--- src/rtl/mem_access_ctrl_if.sv ---
// ---------------------------------------------------------------------------
// mem_access_ctrl_if
// Data-memory bus between the MEM-stage access controller and the memory.
//   req    master->slave  access request, held until ack
//   we     master->slave  1 store, 0 load
//   sel    master->slave  byte lanes, bit3 = address offset 0 (big-endian)
//   addr   master->slave  word address {addr[31:2],2'b00}
//   wdata  master->slave  lane-replicated store data
//   ack    slave->master  one-cycle completion pulse
//   rdata  slave->master  read data, valid with ack
// ---------------------------------------------------------------------------
interface mem_access_ctrl_if;
    logic        req;
    logic        we;
    logic [3:0]  sel;
    logic [31:0] addr;
    logic [31:0] wdata;
    logic        ack;
    logic [31:0] rdata;

    modport master (
        output req, we, sel, addr, wdata,
        input  ack, rdata
    );

    modport slave (
        input  req, we, sel, addr, wdata,
        output ack, rdata
    );
endinterface

--- src/rtl/mem_access_ctrl.sv ---
// ---------------------------------------------------------------------------
// mem_access_ctrl
// MEM-stage load/store sequencer. Non-memory instructions pass wd/wreg/wdata
// straight through; loads and stores are run over a req/ack bus while the
// pipeline is held with stall_req_o. Handles big-endian byte-lane selection,
// store-data replication, load sign/zero extension and alignment checking.
//
// Optional build macro: MEM_CTRL_TIMEOUT_EN
//   defined   -> a request with no ack for TIMEOUT_CYCLES cycles is aborted
//                and reported on bus_err_o
//   undefined -> requests wait indefinitely, bus_err_o is tied 0
//
// Ports
//   clk          clock, all state on rising edge
//   rst          synchronous active-high reset; all outputs 0 while high
//   mem_op_i     0 NONE,1 LB,2 LBU,3 LH,4 LHU,5 LW,6 SB,7 SH,8 SW (9-15 NONE)
//   mem_addr_i   effective address
//   mem_wdata_i  store data (rt)
//   wd_i/wreg_i/wdata_i   destination, write enable, ALU result
//   bus          mem_access_ctrl_if master modport
//   stall_req_o  hold IF..MEM this cycle
//   wd_o/wreg_o/wdata_o   to MEM/WB
//   misalign_o   misaligned access flagged this cycle
//   bus_err_o    access aborted by timeout
//
// state | meaning
// IDLE  | pass-through; start an aligned access, flag a misaligned one
// REQ   | bus_req held with latched address/lanes/data until ack
// DONE  | deliver captured load data (or error) to MEM/WB, release stall
// ---------------------------------------------------------------------------
module mem_access_ctrl #(
    parameter int unsigned TIMEOUT_CYCLES = 16
) (
    input  logic                      clk,
    input  logic                      rst,
    input  logic [3:0]                mem_op_i,
    input  logic [31:0]               mem_addr_i,
    input  logic [31:0]               mem_wdata_i,
    input  logic [4:0]                wd_i,
    input  logic                      wreg_i,
    input  logic [31:0]               wdata_i,
    mem_access_ctrl_if.master         bus,
    output logic                      stall_req_o,
    output logic [4:0]                wd_o,
    output logic                      wreg_o,
    output logic [31:0]               wdata_o,
    output logic                      misalign_o,
    output logic                      bus_err_o
);

    localparam logic [3:0] OP_LB  = 4'd1;
    localparam logic [3:0] OP_LBU = 4'd2;
    localparam logic [3:0] OP_LH  = 4'd3;
    localparam logic [3:0] OP_LHU = 4'd4;
    localparam logic [3:0] OP_LW  = 4'd5;
    localparam logic [3:0] OP_SB  = 4'd6;
    localparam logic [3:0] OP_SH  = 4'd7;
    localparam logic [3:0] OP_SW  = 4'd8;

    typedef enum logic [1:0] {
        S_IDLE = 2'd0,
        S_REQ  = 2'd1,
        S_DONE = 2'd2
    } state_e;

    state_e      state_q, state_d;
    logic [3:0]  op_q,    op_d;
    logic [31:0] addr_q,  addr_d;
    logic [1:0]  off_q,   off_d;
    logic [3:0]  sel_q,   sel_d;
    logic        we_q,    we_d;
    logic [31:0] bwd_q,   bwd_d;
    logic [31:0] rdata_q, rdata_d;
    logic        err_q,   err_d;

    // ------------------------------------------------------------------
    // Instruction decode for the op currently presented by EX/MEM
    // ------------------------------------------------------------------
    logic        is_access_c;
    logic        is_store_c;
    logic        misalign_c;
    logic [3:0]  sel_c;
    logic [31:0] bwd_c;

    always_comb begin
        is_access_c = 1'b0;
        is_store_c  = 1'b0;
        misalign_c  = 1'b0;
        sel_c       = 4'b0000;
        bwd_c       = 32'h0;
        case (mem_op_i)
            OP_LB, OP_LBU, OP_SB: begin
                is_access_c = 1'b1;
                is_store_c  = (mem_op_i == OP_SB);
                sel_c       = 4'b1000 >> mem_addr_i[1:0];
                bwd_c       = {4{mem_wdata_i[7:0]}};
            end
            OP_LH, OP_LHU, OP_SH: begin
                is_access_c = 1'b1;
                is_store_c  = (mem_op_i == OP_SH);
                misalign_c  = mem_addr_i[0];
                sel_c       = mem_addr_i[1] ? 4'b0011 : 4'b1100;
                bwd_c       = {2{mem_wdata_i[15:0]}};
            end
            OP_LW, OP_SW: begin
                is_access_c = 1'b1;
                is_store_c  = (mem_op_i == OP_SW);
                misalign_c  = (mem_addr_i[1:0] != 2'b00);
                sel_c       = 4'b1111;
                bwd_c       = mem_wdata_i;
            end
            default: ;
        endcase
    end

    // Big-endian: offset 0 is the most significant byte of the bus word.
    function automatic logic [31:0] load_ext(input logic [3:0]  op,
                                             input logic [1:0]  off,
                                             input logic [31:0] d);
        logic [7:0]  b;
        logic [15:0] h;
        case (off)
            2'd0:    b = d[31:24];
            2'd1:    b = d[23:16];
            2'd2:    b = d[15:8];
            default: b = d[7:0];
        endcase
        h = off[1] ? d[15:0] : d[31:16];
        case (op)
            OP_LB:   load_ext = {{24{b[7]}}, b};
            OP_LBU:  load_ext = {24'h0, b};
            OP_LH:   load_ext = {{16{h[15]}}, h};
            OP_LHU:  load_ext = {16'h0, h};
            default: load_ext = d;
        endcase
    endfunction

    // ------------------------------------------------------------------
    // Request timeout
    // ------------------------------------------------------------------
`ifdef MEM_CTRL_TIMEOUT_EN
    localparam int CNT_W = (TIMEOUT_CYCLES > 1) ? $clog2(TIMEOUT_CYCLES) : 1;
    logic [CNT_W-1:0] cnt_q, cnt_d;
    logic             tmo_hit_c;
    // cnt_q counts completed ack-less REQ cycles; the limit is reached on the
    // edge that ends the TIMEOUT_CYCLES-th one.
    assign tmo_hit_c = (cnt_q == CNT_W'(TIMEOUT_CYCLES - 1));
`else
    logic unused_cfg;
    assign unused_cfg = (TIMEOUT_CYCLES == 0);
`endif

    // ------------------------------------------------------------------
    // Next state
    // ------------------------------------------------------------------
    always_comb begin
        state_d = state_q;
        op_d    = op_q;
        addr_d  = addr_q;
        off_d   = off_q;
        sel_d   = sel_q;
        we_d    = we_q;
        bwd_d   = bwd_q;
        rdata_d = rdata_q;
        err_d   = err_q;
`ifdef MEM_CTRL_TIMEOUT_EN
        cnt_d   = cnt_q;
`endif
        case (state_q)
            S_IDLE: begin
                if (is_access_c && !misalign_c) begin
                    state_d = S_REQ;
                    op_d    = mem_op_i;
                    addr_d  = {mem_addr_i[31:2], 2'b00};
                    off_d   = mem_addr_i[1:0];
                    sel_d   = sel_c;
                    we_d    = is_store_c;
                    bwd_d   = is_store_c ? bwd_c : 32'h0;
                    rdata_d = 32'h0;
                    err_d   = 1'b0;
`ifdef MEM_CTRL_TIMEOUT_EN
                    cnt_d   = '0;
`endif
                end
            end
            S_REQ: begin
                if (bus.ack) begin
                    state_d = S_DONE;
                    rdata_d = we_q ? 32'h0 : load_ext(op_q, off_q, bus.rdata);
                end
`ifdef MEM_CTRL_TIMEOUT_EN
                else if (tmo_hit_c) begin
                    state_d = S_DONE;
                    err_d   = 1'b1;
                end else begin
                    cnt_d   = cnt_q + 1'b1;
                end
`endif
            end
            S_DONE: begin
                state_d = S_IDLE;
            end
            default: state_d = S_IDLE;
        endcase
    end

    always_ff @(posedge clk) begin
        if (rst) begin
            state_q <= S_IDLE;
            op_q    <= 4'h0;
            addr_q  <= 32'h0;
            off_q   <= 2'b00;
            sel_q   <= 4'h0;
            we_q    <= 1'b0;
            bwd_q   <= 32'h0;
            rdata_q <= 32'h0;
            err_q   <= 1'b0;
`ifdef MEM_CTRL_TIMEOUT_EN
            cnt_q   <= '0;
`endif
        end else begin
            state_q <= state_d;
            op_q    <= op_d;
            addr_q  <= addr_d;
            off_q   <= off_d;
            sel_q   <= sel_d;
            we_q    <= we_d;
            bwd_q   <= bwd_d;
            rdata_q <= rdata_d;
            err_q   <= err_d;
`ifdef MEM_CTRL_TIMEOUT_EN
            cnt_q   <= cnt_d;
`endif
        end
    end

    // ------------------------------------------------------------------
    // Outputs. Everything is forced to 0 while rst is high, including the
    // pass-through and bus signals that would otherwise follow state_q.
    // ------------------------------------------------------------------
    always_comb begin
        bus.req     = 1'b0;
        bus.we      = 1'b0;
        bus.sel     = 4'h0;
        bus.addr    = 32'h0;
        bus.wdata   = 32'h0;
        stall_req_o = 1'b0;
        wd_o        = 5'h0;
        wreg_o      = 1'b0;
        wdata_o     = 32'h0;
        misalign_o  = 1'b0;
        bus_err_o   = 1'b0;
        if (!rst) begin
            case (state_q)
                S_IDLE: begin
                    wd_o    = wd_i;
                    wreg_o  = wreg_i;
                    wdata_o = wdata_i;
                    if (is_access_c) begin
                        // No write-back until the access has delivered data.
                        wreg_o = 1'b0;
                        if (misalign_c) begin
                            misalign_o = 1'b1;
                        end else begin
                            stall_req_o = 1'b1;
                        end
                    end
                end
                S_REQ: begin
                    bus.req     = 1'b1;
                    bus.we      = we_q;
                    bus.sel     = sel_q;
                    bus.addr    = addr_q;
                    bus.wdata   = bwd_q;
                    stall_req_o = 1'b1;
                    wd_o        = wd_i;
                end
                S_DONE: begin
                    wd_o      = wd_i;
                    wreg_o    = wreg_i && !we_q && !err_q;
                    wdata_o   = rdata_q;
                    bus_err_o = err_q;
                end
                default: ;
            endcase
        end
    end

endmodule

--- src/flat_wrapper.sv ---
// flat-port wrapper written by rule: the top's interface ports become plain ports
module mem_access_ctrl_flat 
#(
    parameter int unsigned TIMEOUT_CYCLES = 16
)
  (clk, rst, mem_op_i, mem_addr_i, mem_wdata_i, wd_i, wreg_i, wdata_i, stall_req_o, wd_o, wreg_o, wdata_o, misalign_o, bus_err_o, bus_req, bus_we, bus_sel, bus_addr, bus_wdata, bus_ack, bus_rdata);
  mem_access_ctrl_if bus_i ();
  input  logic clk;
  input  logic rst;
  input  logic [3:0] mem_op_i;
  input  logic [31:0] mem_addr_i;
  input  logic [31:0] mem_wdata_i;
  input  logic [4:0] wd_i;
  input  logic wreg_i;
  input  logic [31:0] wdata_i;
  output logic stall_req_o;
  output logic [4:0] wd_o;
  output logic wreg_o;
  output logic [31:0] wdata_o;
  output logic misalign_o;
  output logic bus_err_o;
  output wire logic [$bits(bus_i.req)-1:0] bus_req;
  output wire logic [$bits(bus_i.we)-1:0] bus_we;
  output wire logic [$bits(bus_i.sel)-1:0] bus_sel;
  output wire logic [$bits(bus_i.addr)-1:0] bus_addr;
  output wire logic [$bits(bus_i.wdata)-1:0] bus_wdata;
  input wire logic [$bits(bus_i.ack)-1:0] bus_ack;
  input wire logic [$bits(bus_i.rdata)-1:0] bus_rdata;
  assign bus_req = bus_i.req;
  assign bus_we = bus_i.we;
  assign bus_sel = bus_i.sel;
  assign bus_addr = bus_i.addr;
  assign bus_wdata = bus_i.wdata;
  assign bus_i.ack = bus_ack;
  assign bus_i.rdata = bus_rdata;
  mem_access_ctrl #(.TIMEOUT_CYCLES(TIMEOUT_CYCLES)) u_core (.clk(clk), .rst(rst), .mem_op_i(mem_op_i), .mem_addr_i(mem_addr_i), .mem_wdata_i(mem_wdata_i), .wd_i(wd_i), .wreg_i(wreg_i), .wdata_i(wdata_i), .bus(bus_i), .stall_req_o(stall_req_o), .wd_o(wd_o), .wreg_o(wreg_o), .wdata_o(wdata_o), .misalign_o(misalign_o), .bus_err_o(bus_err_o));
endmodule
--- config.mk ---
export PLATFORM = sky130hd
export DESIGN_NAME = mem_access_ctrl_flat
export DESIGN_NICKNAME = d
export VERILOG_FILES = /design/src/rtl/mem_access_ctrl_if.sv /design/src/rtl/mem_access_ctrl.sv /design/src/flat_wrapper.sv
export SDC_FILE = /design/constraint.sdc
export NUM_CORES = 1
export LEC_CHECK = 0
export BUFFER_PORTS_ARGS = -buffer_cell sky130_fd_sc_hd__buf_4
export CAP_MARGIN = 15
export CORE_ASPECT_RATIO = 1.25
export CORE_UTILIZATION = 48
export DETAILED_ROUTE_END_ITERATION = 8
export GPL_TIMING_DRIVEN = 0
export HOLD_SLACK_MARGIN = 0.1
export PLACE_DENSITY_LB_ADDON = 0.2
export SYNTH_ARGS = -nofsm -noshare
export SYNTH_HDL_FRONTEND = slang
export SYNTH_SLANG_ARGS = --single-unit
export TNS_END_PERCENT = 1
--- constraint.sdc ---
create_clock -name clk -period 3.7 [get_ports clk]
set_input_delay 0 -clock clk [delete_from_list [all_inputs] [get_ports clk]]
set_output_delay 0 -clock clk [all_outputs]
set_load 0.1 [all_outputs]
==> results of run 1 <==
## registers in the layout, indices dropped and copies added, names as in the netlist
signal and count:
u_core.op_q 4, u_core.off_q 2, u_core.we_q 1, u_core.addr_q 30, u_core.state_q 2, u_core.sel_q 4, u_core.bwd_q 32, u_core.rdata_q 32
## per-stage QoR
step / setup WS [ns] / total power (uW) / hold slack [ns] / cells
detailed placement: 1.13 / 2230 / 0.212 / 1024
floorplan: 0.222 / 1930 / 0.113 / 644
global route: 0.418 / 3460 / 0.273 / 1149
global placement: 1.20 / 2210 / 0.207 / 1024
CTS: 0.624 / 3320 / 0.250 / 1149
finish: 0.565 / 3340 / 0.263 / 1149
## per-layer routing
layer  vias to the layer above  GRT usage, %  share of wire [%]
li1                       3010             -                  -
met1                      3035          37.7                 35
met2                       408          64.8                 52
met3                        85          7.72                8.2
met4                         0          18.6                4.6
met5                         -         0.452                  0
## cells by family after synthesis
family | count (synthesis)
DFF | 107
buffers and inverters | 62
other | 1
xor gates and xnor gates | 4
AOI/OAI and AO/OA | 203
and+or+nand+nor | 256
muxes | 9
## final timing paths
kind,cells past startpoint,slack [ns],end
min,4,0.26,u_core.rdata_q[1]
min reg2reg,2,0.45,u_core.rdata_q[14]
max,7,0.56,misalign_o
max reg2reg,7,0.96,u_core.rdata_q[0]
## layout make-up
class	count	share of cell area [%]
inverters	4	0.170
well taps	135	1.91
flip-flops and latches	107	24.2
clock inverters	6	0.820
multi-input cells	475	33.6
repair buffers	354	33.1
clock buffers	10	2.70
plain buffers	58	3.48
## worst min-delay path: stages
cell and delay (ns):
buf_4 0.09, mux4_2 0.22, o22ai_1 0.09, o31ai_1 0.18
## power by group through the flow
stage | registers [uW] | logic [uW] | clock network (uW)
5_1_grt | 1250 | 1140 | 1060
3_3_place_gp | 1270 | 943 | 0
6_report | 1250 | 1090 | 1000
3_5_place_dp | 1270 | 959 | 0
4_1_cts | 1250 | 1060 | 1010
2_1_floorplan | 1260 | 666 | 0
## cells in the final DEF, fill, tap and decap left out, types with 3 or more instances in the layout
master / instances
buf_4: 252
nand2_1: 111
dlygate4sd3_1: 109
dfxtp_1: 107
and2_1: 74
nor2_1: 44
a22o_1: 42
a21oi_1: 41
clkbuf_1: 28
o2bb2ai_1: 24
a22oi_1: 18
o21ai_0: 18
buf_2: 15
o22ai_1: 14
clkbuf_16: 9
a222oi_1: 8
mux4_2: 8
o21ai_1: 8
nand2b_1: 7
o31ai_1: 7
buf_6: 6
nor3_1: 4
inv_1: 4
a21o_1: 4
a211oi_1: 4
or2_2: 3
nor2b_1: 3
xor2_1: 3
conb_1: 3
## what timing repair did
item / CTS / global route
endpoints found under the hold margin: 106 / 0
hold buffers: 109 / 0
setup endpoints to repair: 0 / 0
==> results.tsv, run 1 <==
stage	metric	value	unit
logic_synthesis	yosys.area_share.adder	0	%
logic_synthesis	ys_async_sr_fraction	0	%
floorplan	coreArea	11000	um2
sta	fmax	0.319	GHz
sta	worst_pin_slew	1.14	ns
grt	grt_overflow	0	
power	pwr-share-clk	30.0	%
logic_synthesis	avgSynthCellArea	8.45	um2
logic_synthesis	synth_simple_gate_area_share	22.9	%
drt	remaining_drc_errors	0	
cts	cts_buffers	9	
power	comb_power_share	32.6	%
cts	cts.sinks	107	
floorplan	start_util	49.2	%
min_path	hold_class	primary input to register	
worst_setup_path	cp-start-kind	primary input	
cts	clk_latency	0.35	ns
logic_synthesis	synth_common_cells	111 x nand2_1, 107 x dfxtp_1, 74 x and2_1	
worst_setup_path	crit_path_cell_trace	dlygate4sd3_1 -> buf_4 -> buf_1 -> nor3_1 -> clkbuf_1 -> nor3b_1 -> buf_4	
drt	vias	6538	
logic_synthesis	syn_area	5430	um2
sta	maxSlewHeadroom	23.5	%
logic_synthesis	synth.most_common_cell	nand2_1	
sta	rsz0062_at_grt	false	
worst_setup_path	required	3.70	ns
floorplan	std_cell_rows	43	
grt	grt_pass1_vias	6713	
layout	fill_cells	721	
placement	placement.io_buffers	245	
logic_synthesis	synthXorXnorAreaFrac	0.646	%
cts	postCtsSetupRepairBufs	0	
worst_setup_path	arrival	3.14	ns
job	max_cap_violations	0	
cts	cts-resized-gates	0	
worst_setup_path	crit_buf_inv	5	
sta	skew	0.00847	ns
cts	clock_path_buffers	2	
sta	period_minus_slack	3.14	ns
floorplan	ioPinCount	252	
power	power_frac_seq	37.4	%
worst_setup_path	critPathMostFrequentCell	buf_4	
cts	root_buffer	clkbuf_16	
sta	finalSetupViolCount	0	
grt	antenna_found_initial	0	
layout	final_core_util	80.2	%
logic_synthesis	synthCells	642	
logic_synthesis	synth_top_family_by_area	compound AO/OA/AOI/OAI gates	
grt	grt_pass1_wl	33.1	mm
logic_synthesis	ys_ff_latch	107	
floorplan	die_y	121	um
logic_synthesis	muxShareOfSynthArea	3.50	%
sta	hold_viol	0	
layout	diodes	0	
logic_synthesis	yosysUniqueCellTypes	51	
logic_synthesis	synth.top_cell.area_share	39.5	%
layout	final_design_area_no_fill	8850	um2
grt	grt_max_degree	19	
drt	via_per_inst	5.69	
floorplan	dieWidth	97.1	um
worst_setup_path	crit_path_max_incr_delay	0.93	ns
drt	dr.pass1.iters	7	
worst_setup_path	crit_slowest_cell	nor3_1	
power	p_sw	1170	uW
logic_synthesis	yosysTopAreaCell	dfxtp_1	
logic_synthesis	synth_ff_type	dfxtp_1	
sta	slew_violations	0	
power	intPower	2170	uW
logic_synthesis	seq_area_frac_synth	39.5	%
layout	multi_input_area	2980	um2
power	leakage	0.00384	uW
worst_setup_path	end_kind	output pin	
worst_setup_path	r2r_start	u_core.op_q[0]	
layout	synthToLayoutAreaGrowth	63.1	%
cts	htreeDepth	3	
cts	cts.reportedPaths.clkPinSlew	0.07	ns
layout	drive_above_1_share	30.6	%
logic_synthesis	synth-edff-count	0	
drt	postRouteWirelength	21.2	mm
min_path	holdCritStartpoint	bus_rdata[9]	
worst_setup_path	crit_start	rst	
sta	tns	0	ns
sta	post-route-period-util	84.7	%
cts	cts_tree	yes	
power	vdd_drop_max	0.289	mV
drt	ant_nets	0	
placement	placed_area	7450	um2
status	outcome	finished, final reports clean	
drt	drt_iter0_drc	378	
worst_setup_path	critical-path-top-delay-family	buffers and inverters	
logic_synthesis	yosysWarnings	0	
power	switching_share	35.1	%
power	cellPowerDensity	377	nW/um2
logic_synthesis	synth_area_leaders	dfxtp_1 39%, and2_1 8.5%, nand2_1 7.7%, a22o_1 6.8%, o2bb2ai_1 3.9%	
layout	ff_latch_area	2140	um2
placement	routabilityCongestion	0.889	
placement	dp_hpwl	13.5	mm
layout	nets	1150	
logic_synthesis	synth_compound_area_share	27.4	%
drt	routedWlPerCell	18.4	um
worst_setup_path	cp_max_fo	10	
floorplan	die_area	11700	um2
grt	grt_usage	35.3	%
worst_setup_path	worstSetupPathType	primary input to output pin	
No activity file was read; power rests on OpenSTA's default activity.
==> run 2: changes to the inputs <==
- ABC_AREA: default -> 1
- CORE_UTILIZATION: 48 -> 45
- clock period: 3.7 -> 2.6 ns (I/O delays scaled with it)
==> results.tsv, run 2 <==
stage	metric	value	unit
status	outcome	finished, final reports clean	
grt	grt_pass1_vias	7659	
sta	skew	0.0112	ns
drt	routedWlPerCell	14.7	um
cts	clock_path_buffers	2	
cts	cts.reportedPaths.clkPinSlew	0.07	ns
logic_synthesis	ys_async_sr_fraction	0	%
worst_setup_path	crit_path_max_incr_delay	0.54	ns
worst_setup_path	crit_slowest_cell	dlygate4sd3_1	
floorplan	std_cell_rows	48	
cts	postCtsSetupRepairBufs	0	
floorplan	ioPinCount	252	
worst_setup_path	r2r_cells	7	
layout	reg.largest.list	u_core.bwd_q (32), u_core.rdata_q (32), u_core.addr_q (30)	
logic_synthesis	yosysUniqueCellTypes	27	
grt	grt_overflow	0	
drt	ant_nets	0	
logic_synthesis	seq_area_frac_synth	33.4	%
worst_setup_path	required	2.60	ns
cts	cts.sinks	107	
grt	antenna_found_initial	0	
floorplan	start_util	46.2	%
worst_setup_path	cp_max_fo	10	
cts	cts_tree	yes	
sta	finalSetupViolCount	0	
min_path	min_delay_path_depth	4	
layout	synthToLayoutAreaGrowth	50.5	%
logic_synthesis	synth_ff_type	dfxtp_1	
layout	drive_above_1_share	22.2	%
sta	slew_violations	0	
floorplan	die_area	14700	um2
logic_synthesis	synth_common_cells	308 x nand2_1, 172 x nor2_1, 150 x nand3_1	
placement	dp_hpwl	16.8	mm
grt	grt_max_degree	19	
logic_synthesis	yosysWarnings	0	
worst_setup_path	arrival	2.37	ns
sta	hold_viol	0	
grt	grt_pass1_wl	36.5	mm
placement	routabilityCongestion	0.997	
floorplan	dieWidth	109	um
drt	via_per_inst	5.23	
worst_setup_path	cp-start-kind	primary input	
power	cellPowerDensity	520	nW/um2
floorplan	die_y	135	um
grt	grt_usage	31.8	%
layout	layout_commonest_cell	nand2_1	
worst_setup_path	reg2reg_setup_slack	0.53	ns
power	vdd_drop_max	0.349	mV
drt	vias	8398	
job	max_cap_violations	0	
layout	final_cell_mix	308 x nand2_1, 260 x buf_4, 171 x nor2_1, 150 x nand3_1, 110 x a21oi_1	
logic_synthesis	ys_ff_latch	107	
logic_synthesis	synth.most_common_cell	nand2_1	
sta	rsz0062_at_grt	false	
cts	clk_latency	0.35	ns
cts	cts_buffers	9	
drt	drt_iter0_drc	426	
worst_setup_path	end_kind	output pin	
worst_setup_path	critPathMostFrequentCell	buf_4	
sta	fmax	0.421	GHz
sta	worst_pin_slew	0.834	ns
layout	nets	1567	
worst_setup_path	worstSetupPathType	primary input to output pin	
logic_synthesis	synthCells	1082	
worst_setup_path	crit_path_cell_trace	dlygate4sd3_1 -> buf_4 -> inv_1 -> nor2_2 -> nand2_1 -> nand2_2 -> nand2_1 -> nand4_2 -> buf_4 -> buf_4 -> a21oi_1 -> buf_6	
sta	maxSlewHeadroom	44.4	%
logic_synthesis	syn_area	6410	um2
layout	diodes	0	
logic_synthesis	yosysTopAreaCell	dfxtp_1	
drt	dr.pass1.iters	5	
logic_synthesis	synth_area_leaders	dfxtp_1 33%, nand2_1 18%, nand3_1 12%, nor2_1 10%, a21oi_1 8.6%	
drt	remaining_drc_errors	0	
logic_synthesis	synth.top_cell.area_share	33.4	%
logic_synthesis	synth-edff-count	0	
sta	whs	0.101	ns
placement	placement.io_buffers	247	
sta	post-route-period-util	91.3	%
cts	root_buffer	clkbuf_16	
floorplan	coreArea	13900	um2
cts	htreeDepth	3	
min_path	hold_class	primary input to register	
sta	period_minus_slack	2.37	ns
layout	final_core_util	69.6	%
logic_synthesis	avgSynthCellArea	5.93	um2
drt	postRouteWirelength	23.6	mm
power	leakage	0.00439	uW
[run 2: where the power goes]
group,switching (uW),leakage [uW],total [uW],internal (uW)
registers,57.5,0.000872,1800,1740
logic,1200,0.00337,1800,598
clock network,665,0.000145,1430,761
total,1920,0.00439,5020,3100
[run 2: cell type report]
cell class | count | area (um2)
plain buffers | 82 | 387
fillers | 1266 | 4220
multi-input cells | 843 | 3700
clock buffers | 10 | 229
clock inverters | 6 | 75.1
repair buffers | 331 | 2700
flip-flops and latches | 107 | 2140
well taps | 175 | 219
inverters | 52 | 195
[run 2: final timing paths]
kind / startpoint / end
max: mem_op_i[2] / stall_req_o
min: bus_rdata[19] / u_core.rdata_q[19]
max reg2reg: u_core.state_q[0] / u_core.rdata_q[18]
min reg2reg: u_core.bwd_q[10] / u_core.bwd_q[10]
[run 2: cell families after synthesis]
logic type	synth area share, %
flip-flops	33.4
AO/OA/AOI/OAI	14.4
AND/OR/NAND/NOR	43.1
other	0.0585
buffers and inverters	9.05
[run 2: stage by stage]
step                      power [uW]  area [um2]  instances  TNS (ns)  worst slack [ns]
after floorplan                 2990        6420       1084   -0.0395           -0.0395
after detailed placement        3490        8500       1506         0             0.320
after global placement          3480        8500       1506         0             0.338
after CTS                       4990        9650       1606         0             0.134
final                           5020        9650       1606         0             0.227
after global routing            5250        9650       1606         0            0.0315
[run 2: worst max-delay path: cells and delay by family]
kind	cells	cell delay (ns)
buffers and inverters	6	1.52
AO/OA/AOI/OAI	1	0.18
AND/OR/NAND/NOR	5	0.67
[run 2: what timing repair did]
action / 4_1_cts / 5_1_grt
gates resized for setup: 1 / 3
gates cloned: 0 / 0
hold buffers: 84 / 0
endpoints found under the hold margin: 86 / 0
setup endpoints to repair: 1 / 11
pin swaps: 0 / 0
[run 2: per-layer routing]
layer	routed length, um	up-vias	share of wire, %	GRT usage (%)
li1	-	4176	-	-
met1	9260	3725	39	36.5
met2	11600	407	49	56.1
met3	1740	90	7.4	6.30
met4	997	0	4.2	14.3
met5	0	-	0	0
==> run 3: changes to the inputs <==
- CORE_UTILIZATION: 45 -> 48
- clock period: 2.6 -> 3 ns (I/O delays scaled with it)
==> results.tsv, run 3 (synthesis gave the netlist of run 2 again) <==
stage	metric	value	unit
cts	clock_path_buffers	2	
layout	reg.largest.list	u_core.bwd_q (32), u_core.rdata_q (32), u_core.addr_q (30)	
floorplan	ioPinCount	252	
sta	tns	0	ns
floorplan	die_y	131	um
layout	synthToLayoutAreaGrowth	50.5	%
cts	postCtsSetupRepairBufs	0	
worst_setup_path	crit_path_cell_trace	nor2_1 -> nand4_2 -> buf_4 -> buf_4 -> a21oi_1 -> buf_4	
grt	grt_max_degree	18	
sta	worst_pin_slew	0.984	ns
cts	cts_buffers	9	
cts	root_buffer	clkbuf_16	
worst_setup_path	required	3.00	ns
drt	ant_nets	0	
grt	grt_overflow	0	
placement	placement.io_buffers	247	
worst_setup_path	r2r_start	u_core.state_q[0]	
layout	drive_above_1_share	21.9	%
worst_setup_path	arrival	2.68	ns
power	totalPowerFinal	4350	uW
cts	cts.reportedPaths.clkPinSlew	0.07	ns
drt	drt_iter0_drc	584	
min_path	hold_class	primary input to register	
worst_setup_path	crit_path_max_incr_delay	0.76	ns
sta	fmax	0.373	GHz
placement	routabilityCongestion	0.971	
sta	whs	0.106	ns
sta	rsz0062_at_grt	false	
drt	postRouteWirelength	24.6	mm
cts	cts_tree	yes	
cts	htreeDepth	3	
worst_setup_path	worstSetupPathType	register to output pin	
grt	antenna_found_initial	0	
power	vdd_drop_max	0.328	mV
sta	skew	0.0107	ns
drt	via_per_inst	5.37	
drt	remaining_drc_errors	0	
worst_setup_path	crit_slowest_cell	nor2_1	
worst_setup_path	cp-start-kind	register	
floorplan	dieWidth	105	um
layout	diodes	0	
layout	final_cell_mix	308 x nand2_1, 261 x buf_4, 172 x nor2_1, 150 x nand3_1, 110 x a21oi_1	
floorplan	die_area	13800	um2
cts	cts.sinks	107	
sta	slew_violations	0	
grt	grt_usage	34.9	%
sta	post-route-period-util	89.3	%
grt	grt_pass1_wl	39.0	mm
power	leakage	0.00439	uW
layout	final_design_area_no_fill	9650	um2
status	outcome	finished, final reports clean	
job	max_cap_violations	0	
worst_setup_path	cp_max_fo	10	
layout	nets	1569	
sta	period_minus_slack	2.68	ns
power	cellPowerDensity	451	nW/um2
placement	dp_cells	1499	
grt	grt_pass1_vias	8121	
worst_setup_path	r2r_cells	7	
floorplan	start_util	50.0	%
floorplan	coreArea	12800	um2
worst_setup_path	worstReg2RegEnd	u_core.addr_q[16]	
sta	hold_viol	0	
layout	fill_cells	1054	
floorplan	std_cell_rows	46	
worst_setup_path	end_kind	output pin	
layout	fin_cells	1601	
cts	clk_latency	0.35	ns
cts	cts-resized-gates	0	
worst_setup_path	reg2reg_setup_slack	0.76	ns
min_path	min_delay_worst_endpoint	u_core.rdata_q[25]	
placement	placed_area	8480	um2
placement	dp_hpwl	16.9	mm
min_path	holdCritStartpoint	bus_rdata[25]	
min_path	min_delay_path_depth	5	
layout	layout_commonest_cell	nand2_1	
drt	dr.pass1.iters	6	
sta	finalSetupViolCount	0	
drt	vias	8601	
drt	routedWlPerCell	15.4	um
worst_setup_path	critPathMostFrequentCell	buf_4	
sta	maxSlewHeadroom	34.2	%
## run 3: routing by layer
| layer | global-route usage, % | routed length [um] | share of wire (%) |
|---|---|---|---|
| met3 | 6.05 | 1990 | 8.1 |
| met5 | 0 | 0 | 0 |
| met4 | 17.6 | 1060 | 4.3 |
| met2 | 62.0 | 12300 | 50 |
| met1 | 39.8 | 9240 | 38 |
## run 3: report_power, final
group,internal (uW),total [uW],switching (uW),leakage (uW)
clock network,675,1230,551,0.000142
registers,1510,1560,50.4,0.000872
logic,519,1570,1050,0.00338
## run 3: worst max-delay path by stage
stage / start / end / slack [ns] / cells after the start
after floorplan: u_core.state_q[0] / misalign_o / 0.05 / 3
after global placement: u_core.state_q[0] / stall_req_o / 0.80 / 6
after detailed placement: u_core.state_q[0] / stall_req_o / 0.79 / 6
after CTS: u_core.state_q[0] / stall_req_o / 0.41 / 6
after global routing: u_core.state_q[1] / stall_req_o / 0.24 / 6
final: u_core.state_q[0] / stall_req_o / 0.32 / 6
## run 3: what timing repair did
item | in CTS | in global routing
hold endpoints to repair | 87 | 0
endpoints found under the setup margin | 0 | 0
hold buffers | 86 | 0
## run 3: area by class of cell
cell class	instances	area, um2	share of cell area, %
tap	168	210	2.18
sequential	107	2140	22.2
clock buffer	11	243	2.52
inverter	52	195	2.02
buffer	82	385	3.99
clock inverter	5	62.6	0.648
multi-input combinational	843	3700	38.3
timing repair buffer	333	2720	28.1
## run 3: worst max-delay path: cells and delay by family (launching register included)
| kind | cells | cell delay (ns) |
|---|---|---|
| flip-flops | 1 | 0.32 |
| AND/OR/NAND/NOR | 2 | 1.08 |
| buffers and inverters | 3 | 0.79 |
| AO/OA/AOI/OAI | 1 | 0.15 |
## run 3: stage by stage
step	setup slack [ns]	utilization, %
global route	0.238	75.2
detailed placement	0.786	66.1
global placement	0.797	66.1
floorplan	0.0521	-
CTS	0.408	75.2
finish	0.320	75.2
